$ cat config.mk
export PLATFORM = sky130hd
export DESIGN_NAME = amo_responder_flat
export DESIGN_NICKNAME = d
export VERILOG_FILES = /design/src/rtl/amo_responder_pkg.sv /design/src/rtl/amo_responder_if.sv /design/src/rtl/amo_alu.sv /design/src/rtl/amo_responder.sv /design/src/flat_wrapper.sv
export SDC_FILE = /design/constraint.sdc
export NUM_CORES = 1
export LEC_CHECK = 0
export BUFFER_PORTS_ARGS = -buffer_cell sky130_fd_sc_hd__buf_2
export CAP_MARGIN = 10
export CORE_MARGIN = 3
export CORE_UTILIZATION = 48
export CTS_CLUSTER_DIAMETER = 30
export DETAILED_ROUTE_END_ITERATION = 8
export PLACE_DENSITY = 0.71
export SLEW_MARGIN = 20
export SYNTH_ARGS = -nofsm -noshare
export SYNTH_HDL_FRONTEND = slang
export SYNTH_SLANG_ARGS = --single-unit
$ cat constraint.sdc
create_clock -name clk -period 6.74 [get_ports clk]
set_input_delay 1.348 -clock clk [delete_from_list [all_inputs] [get_ports clk]]
set_output_delay 1.348 -clock clk [all_outputs]
set_load 0.005 [all_outputs]
$ cat src/rtl/amo_responder_pkg.sv
// amo_responder_pkg: request kinds, responder FSM states and the one-hot atomic op encoding.
package amo_responder_pkg;

    typedef enum logic [1:0] {REQ_PLAIN, REQ_LR, REQ_SC, REQ_AMO} amoReq_e;

    typedef enum logic [1:0] {AMU_IDLE, AMU_READ, AMU_WRITE, AMU_RESP} amoUnitState_e;

    typedef enum logic [9:0] {
        AMONOP    = 10'b00_0000_0001,
        AMOSWAP_W = 10'b00_0000_0010,
        AMOADD_W  = 10'b00_0000_0100,
        AMOXOR_W  = 10'b00_0000_1000,
        AMOAND_W  = 10'b00_0001_0000,
        AMOOR_W   = 10'b00_0010_0000,
        AMOMIN_W  = 10'b00_0100_0000,
        AMOMAX_W  = 10'b00_1000_0000,
        AMOMINU_W = 10'b01_0000_0000,
        AMOMAXU_W = 10'b10_0000_0000
    } iTypeAtomic_e;

endpackage

$ cat src/rtl/amo_responder_if.sv
// amo_responder_if: core request/response, snoop and RAM signals of the atomic responder.
interface amo_responder_if;
    import amo_responder_pkg::*;
    logic         req_valid_i;
    logic         req_ready_o;
    amoReq_e      req_kind_i;
    logic [31:0]  req_addr_i;
    logic [3:0]   req_we_i;
    logic [31:0]  req_wdata_i;
    iTypeAtomic_e req_amo_op_i;
    logic         rsp_valid_o;
    logic [31:0]  rsp_rdata_o;
    logic         rsp_err_o;
    logic         snoop_valid_i;
    logic [31:0]  snoop_addr_i;
    logic         mem_en_o;
    logic [3:0]   mem_we_o;
    logic [31:0]  mem_addr_o;
    logic [31:0]  mem_wdata_o;
    logic [31:0]  mem_rdata_i;

    modport master (
        output req_valid_i, req_kind_i, req_addr_i, req_we_i, req_wdata_i, req_amo_op_i,
        output snoop_valid_i, snoop_addr_i, mem_rdata_i,
        input  req_ready_o, rsp_valid_o, rsp_rdata_o, rsp_err_o,
        input  mem_en_o, mem_we_o, mem_addr_o, mem_wdata_o
    );

    modport slave (
        input  req_valid_i, req_kind_i, req_addr_i, req_we_i, req_wdata_i, req_amo_op_i,
        input  snoop_valid_i, snoop_addr_i, mem_rdata_i,
        output req_ready_o, rsp_valid_o, rsp_rdata_o, rsp_err_o,
        output mem_en_o, mem_we_o, mem_addr_o, mem_wdata_o
    );
endinterface

$ cat src/rtl/amo_alu.sv
// amo_alu: combinational read-modify-write result for one-hot Zaamo ops; equal operands keep old.
module amo_alu
    import amo_responder_pkg::*;
(
    input  iTypeAtomic_e op,
    input  logic [31:0]  old_val,
    input  logic [31:0]  rs2,
    output logic [31:0]  new_val
);
    logic gt_s, gt_u, lt_s, lt_u;
    always_comb begin
        gt_s = $signed(rs2) > $signed(old_val);
        lt_s = $signed(rs2) < $signed(old_val);
        gt_u = rs2 > old_val;
        lt_u = rs2 < old_val;
        new_val = op == AMOSWAP_W ? rs2 :
                  op == AMOADD_W  ? old_val + rs2 :
                  op == AMOXOR_W  ? old_val ^ rs2 :
                  op == AMOAND_W  ? old_val & rs2 :
                  op == AMOOR_W   ? old_val | rs2 :
                  op == AMOMIN_W  ? (lt_s ? rs2 : old_val) :
                  op == AMOMAX_W  ? (gt_s ? rs2 : old_val) :
                  op == AMOMINU_W ? (lt_u ? rs2 : old_val) :
                  op == AMOMAXU_W ? (gt_u ? rs2 : old_val) : old_val;
    end
endmodule

$ cat src/rtl/amo_responder.sv
// amo_responder: memory-side target for plain, LR/SC and AMO requests in front of a single-port RAM.
module amo_responder
    import amo_responder_pkg::*;
(
    input logic            clk,
    input logic            reset,
    amo_responder_if.slave bus
);
    amoUnitState_e state;
    amoReq_e       kind_q;
    iTypeAtomic_e  op_q;
    logic [31:0]   addr_q, wdata_q, old_q, new_q, alu_out;
    logic          res_valid_q;
    logic [29:0]   res_addr_q;
    logic          idle, go, err, sc_ok, snoop_req, snoop_res, snoop_lr, wr_hit, lr_set;
    logic          unused_snoop_lsb;

    assign unused_snoop_lsb = ^bus.snoop_addr_i[1:0];

    amo_alu u_alu (.op(op_q), .old_val(bus.mem_rdata_i), .rs2(wdata_q), .new_val(alu_out));

    always_comb begin
        idle = state == AMU_IDLE;
        go = idle && bus.req_valid_i;
        err = (bus.req_kind_i != REQ_PLAIN && bus.req_addr_i[1:0] != 2'b00) ||
              (bus.req_kind_i == REQ_AMO && (bus.req_amo_op_i == AMONOP || !$onehot(bus.req_amo_op_i)));
        snoop_req = bus.snoop_valid_i && bus.snoop_addr_i[31:2] == bus.req_addr_i[31:2];
        snoop_res = bus.snoop_valid_i && bus.snoop_addr_i[31:2] == res_addr_q;
        snoop_lr = bus.snoop_valid_i && bus.snoop_addr_i[31:2] == addr_q[31:2];
        sc_ok = res_valid_q && res_addr_q == bus.req_addr_i[31:2] && !snoop_req;
        bus.req_ready_o = idle;
        bus.mem_en_o = go ? !err && (bus.req_kind_i != REQ_SC || sc_ok) : state == AMU_WRITE;
        bus.mem_we_o = go && !err ? (bus.req_kind_i == REQ_PLAIN ? bus.req_we_i :
                                     bus.req_kind_i == REQ_SC && sc_ok ? 4'hF : 4'h0) :
                       state == AMU_WRITE ? 4'hF : 4'h0;
        bus.mem_addr_o = idle ? bus.req_addr_i : addr_q;
        bus.mem_wdata_o = idle ? bus.req_wdata_i : new_q;
        wr_hit = bus.mem_en_o && |bus.mem_we_o && bus.mem_addr_o[31:2] == res_addr_q;
        lr_set = state == AMU_READ && kind_q == REQ_LR;
    end

    always_ff @(posedge clk) begin
        if (reset) begin
            state <= AMU_IDLE;
            bus.rsp_valid_o <= 1'b0;
            bus.rsp_rdata_o <= '0;
            bus.rsp_err_o <= 1'b0;
        end else begin
            bus.rsp_valid_o <= 1'b0;
            case (state)
                AMU_IDLE: if (bus.req_valid_i) begin
                    kind_q <= bus.req_kind_i;
                    addr_q <= bus.req_addr_i;
                    wdata_q <= bus.req_wdata_i;
                    op_q <= bus.req_amo_op_i;
                    if (err || bus.req_kind_i == REQ_SC || (bus.req_kind_i == REQ_PLAIN && |bus.req_we_i)) begin
                        state <= AMU_RESP;
                        bus.rsp_valid_o <= 1'b1;
                        bus.rsp_err_o <= err;
                        bus.rsp_rdata_o <= !err && bus.req_kind_i == REQ_SC ? {31'b0, !sc_ok} : 32'b0;
                    end else begin
                        state <= AMU_READ;
                    end
                end
                AMU_READ: begin
                    old_q <= bus.mem_rdata_i;
                    new_q <= alu_out;
                    if (kind_q == REQ_AMO) begin
                        state <= AMU_WRITE;
                    end else begin
                        state <= AMU_RESP;
                        bus.rsp_valid_o <= 1'b1;
                        bus.rsp_err_o <= 1'b0;
                        bus.rsp_rdata_o <= bus.mem_rdata_i;
                    end
                end
                AMU_WRITE: begin
                    state <= AMU_RESP;
                    bus.rsp_valid_o <= 1'b1;
                    bus.rsp_err_o <= 1'b0;
                    bus.rsp_rdata_o <= old_q;
                end
                default: state <= AMU_IDLE;
            endcase
        end
    end

    // A snoop to the word being reserved by an LR in the same cycle leaves it invalid.
    always_ff @(posedge clk) begin
        if (reset) begin
            res_valid_q <= 1'b0;
            res_addr_q <= '0;
        end else if (lr_set) begin
            res_valid_q <= !snoop_lr;
            res_addr_q <= addr_q[31:2];
        end else if (snoop_res || wr_hit || (go && !err && bus.req_kind_i == REQ_SC)) begin
            res_valid_q <= 1'b0;
        end
    end
endmodule

$ cat src/flat_wrapper.sv
// flat-port wrapper written by rule: the top's interface ports become plain ports
module amo_responder_flat import amo_responder_pkg::*;
  (clk, reset, bus_req_valid_i, bus_req_kind_i, bus_req_addr_i, bus_req_we_i, bus_req_wdata_i, bus_req_amo_op_i, bus_snoop_valid_i, bus_snoop_addr_i, bus_mem_rdata_i, bus_req_ready_o, bus_rsp_valid_o, bus_rsp_rdata_o, bus_rsp_err_o, bus_mem_en_o, bus_mem_we_o, bus_mem_addr_o, bus_mem_wdata_o);
  amo_responder_if bus_i ();
  input logic clk;
  input logic reset;
  input wire logic [$bits(bus_i.req_valid_i)-1:0] bus_req_valid_i;
  input wire logic [$bits(bus_i.req_kind_i)-1:0] bus_req_kind_i;
  input wire logic [$bits(bus_i.req_addr_i)-1:0] bus_req_addr_i;
  input wire logic [$bits(bus_i.req_we_i)-1:0] bus_req_we_i;
  input wire logic [$bits(bus_i.req_wdata_i)-1:0] bus_req_wdata_i;
  input wire logic [$bits(bus_i.req_amo_op_i)-1:0] bus_req_amo_op_i;
  input wire logic [$bits(bus_i.snoop_valid_i)-1:0] bus_snoop_valid_i;
  input wire logic [$bits(bus_i.snoop_addr_i)-1:0] bus_snoop_addr_i;
  input wire logic [$bits(bus_i.mem_rdata_i)-1:0] bus_mem_rdata_i;
  output wire logic [$bits(bus_i.req_ready_o)-1:0] bus_req_ready_o;
  output wire logic [$bits(bus_i.rsp_valid_o)-1:0] bus_rsp_valid_o;
  output wire logic [$bits(bus_i.rsp_rdata_o)-1:0] bus_rsp_rdata_o;
  output wire logic [$bits(bus_i.rsp_err_o)-1:0] bus_rsp_err_o;
  output wire logic [$bits(bus_i.mem_en_o)-1:0] bus_mem_en_o;
  output wire logic [$bits(bus_i.mem_we_o)-1:0] bus_mem_we_o;
  output wire logic [$bits(bus_i.mem_addr_o)-1:0] bus_mem_addr_o;
  output wire logic [$bits(bus_i.mem_wdata_o)-1:0] bus_mem_wdata_o;
  assign bus_i.req_valid_i = bus_req_valid_i;
  assign bus_i.req_kind_i = bus_req_kind_i;
  assign bus_i.req_addr_i = bus_req_addr_i;
  assign bus_i.req_we_i = bus_req_we_i;
  assign bus_i.req_wdata_i = bus_req_wdata_i;
  assign bus_i.req_amo_op_i = bus_req_amo_op_i;
  assign bus_i.snoop_valid_i = bus_snoop_valid_i;
  assign bus_i.snoop_addr_i = bus_snoop_addr_i;
  assign bus_i.mem_rdata_i = bus_mem_rdata_i;
  assign bus_req_ready_o = bus_i.req_ready_o;
  assign bus_rsp_valid_o = bus_i.rsp_valid_o;
  assign bus_rsp_rdata_o = bus_i.rsp_rdata_o;
  assign bus_rsp_err_o = bus_i.rsp_err_o;
  assign bus_mem_en_o = bus_i.mem_en_o;
  assign bus_mem_we_o = bus_i.mem_we_o;
  assign bus_mem_addr_o = bus_i.mem_addr_o;
  assign bus_mem_wdata_o = bus_i.mem_wdata_o;
  amo_responder u_core (.clk(clk), .reset(reset), .bus(bus_i));
endmodule
==> flow_metrics.env <==
export IMPL_synth_warnings=0
export IMPL_fmax_ghz=0.1572
export IMPL_drive_gt1_share_pct=25.78
export IMPL_slew_viol_final=0
export IMPL_async_reset_ff_share_pct=0
export IMPL_ys_seq_area_share_pct=37.82
export IMPL_place_congestion=0.9368
export IMPL_drt_iter0_markers=1105
export IMPL_ir_drop_mv=0.2256
export IMPL_cts_buffers=51
export IMPL_synthTopCellsByCount="edfxtp_1, ha_1, a21oi_1, inv_1, xnor2_1"
export IMPL_synthCells=1489
export IMPL_final_setup_viol_count=0
export IMPL_h_tree_depth=2
export IMPL_grt_use_total_pct=27.32
export IMPL_power_density_nw_per_um2=345.8
export IMPL_crit_slowest_cell="fa_1"
export IMPL_cts_path_max_buffers=3
export IMPL_top_usage_layer="met2"
export IMPL_grt_ovfl_total=0
export IMPL_drt_total_wl_um=46530
export IMPL_grt_met1_usage_pct=38.65
export IMPL_drtPass1Iterations=5
export IMPL_slew_headroom_pct=26.93
export IMPL_clockRootBuffer="clkbuf_16"
export IMPL_tns_ns=0
export IMPL_ant_nets=0
export IMPL_die_width_um=180.8
export IMPL_leakage_nw=7.488
export IMPL_ys_flop_type="edfxtp_1"
export IMPL_period_minus_slack_ns=6.359
export IMPL_synth_cell_types=82
export IMPL_nNetsFinal=1993
export IMPL_crit_fanout=5
export IMPL_grt_antenna_before_repair=2
export IMPL_path_delay_family="adder cells"
export IMPL_crit_buf_inv=7
export IMPL_cts_clk_slew_worst_paths_ns=0.05
export IMPL_crit_chain="buf_2 -> inv_1 -> ha_1 -> inv_1 -> fa_1 -> fa_1 -> inv_1 -> fa_1 -> inv_1 -> fa_1 -> nand2_1 -> o41ai_2 -> buf_4 -> a21oi_1 -> nor2_2 -> nor2_1 -> a21oi_1 -> buf_2"
export IMPL_rows=63
export IMPL_maxCapViolCount=0
export IMPL_ios=252
export IMPL_clock_latency_ns=0.56
export IMPL_worstPathArrival_ns=5.01
export IMPL_worstSetupPathType="input pin to primary output"
export IMPL_start_util_pct=49.08
export IMPL_port_buffers=249
export IMPL_dp_hpwl_um=32840
export IMPL_tightest_slew_ns=1.092
export IMPL_yosys_area_top_type_share_pct=28.67
export IMPL_syn_mean_instance_area_um2=9.847
export IMPL_layout_setup_ws_ns=0.3807
export IMPL_clock_sinks=207
export IMPL_yosysMostFrequentCell="edfxtp_1"
export IMPL_fin_crit_sh_pct=94.35
export IMPL_syn_area_um2=14660
export IMPL_cpPeakStageDelay_ns=0.51
export IMPL_hold_violations=0
export IMPL_grt_max_degree=66
export IMPL_grt_setup_unrepaired="no"
export IMPL_areaGrowthSynthToFinish_pct=23.43
export IMPL_start_kind="input pin"
export IMPL_worstPathRequired_ns=5.39
export IMPL_tritoncts="done"
export IMPL_grt_pass1_vias=12669
export IMPL_num_vias=12785
export IMPL_syn_num_nets=1756
export IMPL_die_y_um=180.8
export IMPL_finalPower_mw=6.258
export IMPL_synth_edff_count=140
export IMPL_avgRoutedWirePerCell_um=21.54
export IMPL_end_kind="primary output"
export IMPL_grtUsageMet2_pct=41.59
export IMPL_place_ws_ns=0.2961
export IMPL_grtUsageMet3_pct=5.738
export IMPL_synth_area_top_cells="edfxtp_1, ha_1, dfxtp_1"
export IMPL_dieArea_um2=32680
export IMPL_hp_class="register to register"
export IMPL_synth_seq_cells=207
export IMPL_grt_first_pass_wirelength_um=71610
export IMPL_fp_coreArea_um2=29870
export IMPL_detail_route_vias_per_cell=5.919
export IMPL_run_status="completed"
export IMPL_yosys_area_top_type="edfxtp_1"
export IMPL_finClkSkew_ns=0.02719
export IMPL_hold_buffers=0
export IMPL_drcViolationCount=0
-- layout make-up --
| class | instances | area [µm²] |
|---|---|---|
| inverter | 109 | 409.1 |
| clock inverter | 42 | 528.0 |
| clock buffer | 54 | 1308 |
| multi-input combinational | 1090 | 8412 |
| fill | 2487 | 11780 |
| antenna | 1 | 2.502 |
| sequential | 207 | 5545 |
| tap | 390 | 488.0 |
| timing repair buffer | 267 | 1406 |
-- layer usage --
layer	share of wire [%]	vias to the layer above
li1	-	5943
met2	44	558
met3	8.1	88
met4	3.0	2
met5	0.019	-
met1	45	6194
-- report_power, final --
group	switching [mW]	internal, mW	total (mW)
sequential	0.124	1.57	1.69
clock	0.838	1.70	2.54
combinational	1.18	0.852	2.03
-- layout by cell type (no fill, tap or decap), drive strengths merged, types with 11 or more instances in the layout --
master	synthesis	final
o21ai	46	46
nand3	13	13
a221o	14	14
a31oi	11	11
clkinvlp	0	12
nor3	17	17
a21oi	108	108
clkbuf	57	54
xnor2	104	104
clkinv	0	20
o221ai	18	18
a221oi	13	13
a22o	34	34
a21o	20	20
ha	112	112
nand4	32	32
mux2i	25	25
dfxtp	67	67
edfxtp	140	140
inv	109	112
nand2	97	97
nor2	91	91
nor4	28	28
xor2	67	67
a22oi	35	35
buf	26	267
a211oi	12	12
mux2	64	64
-- what timing repair did --
item,CTS,global route
resized for setup,0,2
endpoints found under the setup margin,0,5
setup buffers,0,1
-- stage by stage --
stage	instance area (µm²)	hold slack [ns]	utilization, %	cells
global placement	16220	0.4407	54.30	2061
finish	18100	0.4636	60.58	2160
detailed placement	16240	0.4573	54.37	2062
CTS	18080	0.4618	60.51	2158
floorplan	14660	0.4482	-	1489
global route	18100	0.5038	60.58	2160
-- flip-flops by register name, summed over array words and instances (netlist names) --
| register | count |
|---|---|
| u_core.state | 2 |
| u_core.res_addr_q | 30 |
| u_core.addr_q | 32 |
| u_core.bus.rsp_err_o | 1 |
| u_core.old_q | 32 |
| u_core.bus.rsp_valid_o | 1 |
| u_core.bus.rsp_rdata_o | 32 |
| u_core.new_q | 32 |
| u_core.res_valid_q | 1 |
| u_core.kind_q | 2 |
| u_core.op_q | 10 |
| u_core.wdata_q | 32 |
-- worst register-to-register path, stage by stage (launching register included) --
cell	delay (ns)
edfxtp_1	0.42
inv_1	0.06
ha_1	0.48
nor4_1	0.15
and4_1	0.30
a2111oi_0	0.65
nor2_1	0.12
a22oi_1	0.21
a32o_2	0.59
buf_12	0.26
mux2i_1	0.22
a21oi_1	0.10
a221o_1	0.31
-- kinds of logic after synthesis --
logic type	Yosys count	synth area share (%)
DFF	207	37.82
muxes	89	6.622
xor gates and xnor gates	171	10.21
AOI/OAI and AO/OA	377	17.86
adders and majority gates	119	10.51
and+or+nand+nor	334	11.62
buffers and inverters	192	5.350
-- path summary, 6_finish.rpt --
path                         from                    to  slack (ns)  depth (start not counted)
min          u_core.bus.rsp_err_o  u_core.bus.rsp_err_o        0.46                          2
max           bus_req_amo_op_i[4]       bus_mem_we_o[3]        0.38                         18
max reg2reg    u_core.wdata_q[19]       u_core.new_q[7]        2.62                         12
min reg2reg  u_core.bus.rsp_err_o  u_core.bus.rsp_err_o        0.46                          2
No activity file was read; power rests on OpenSTA's default activity.
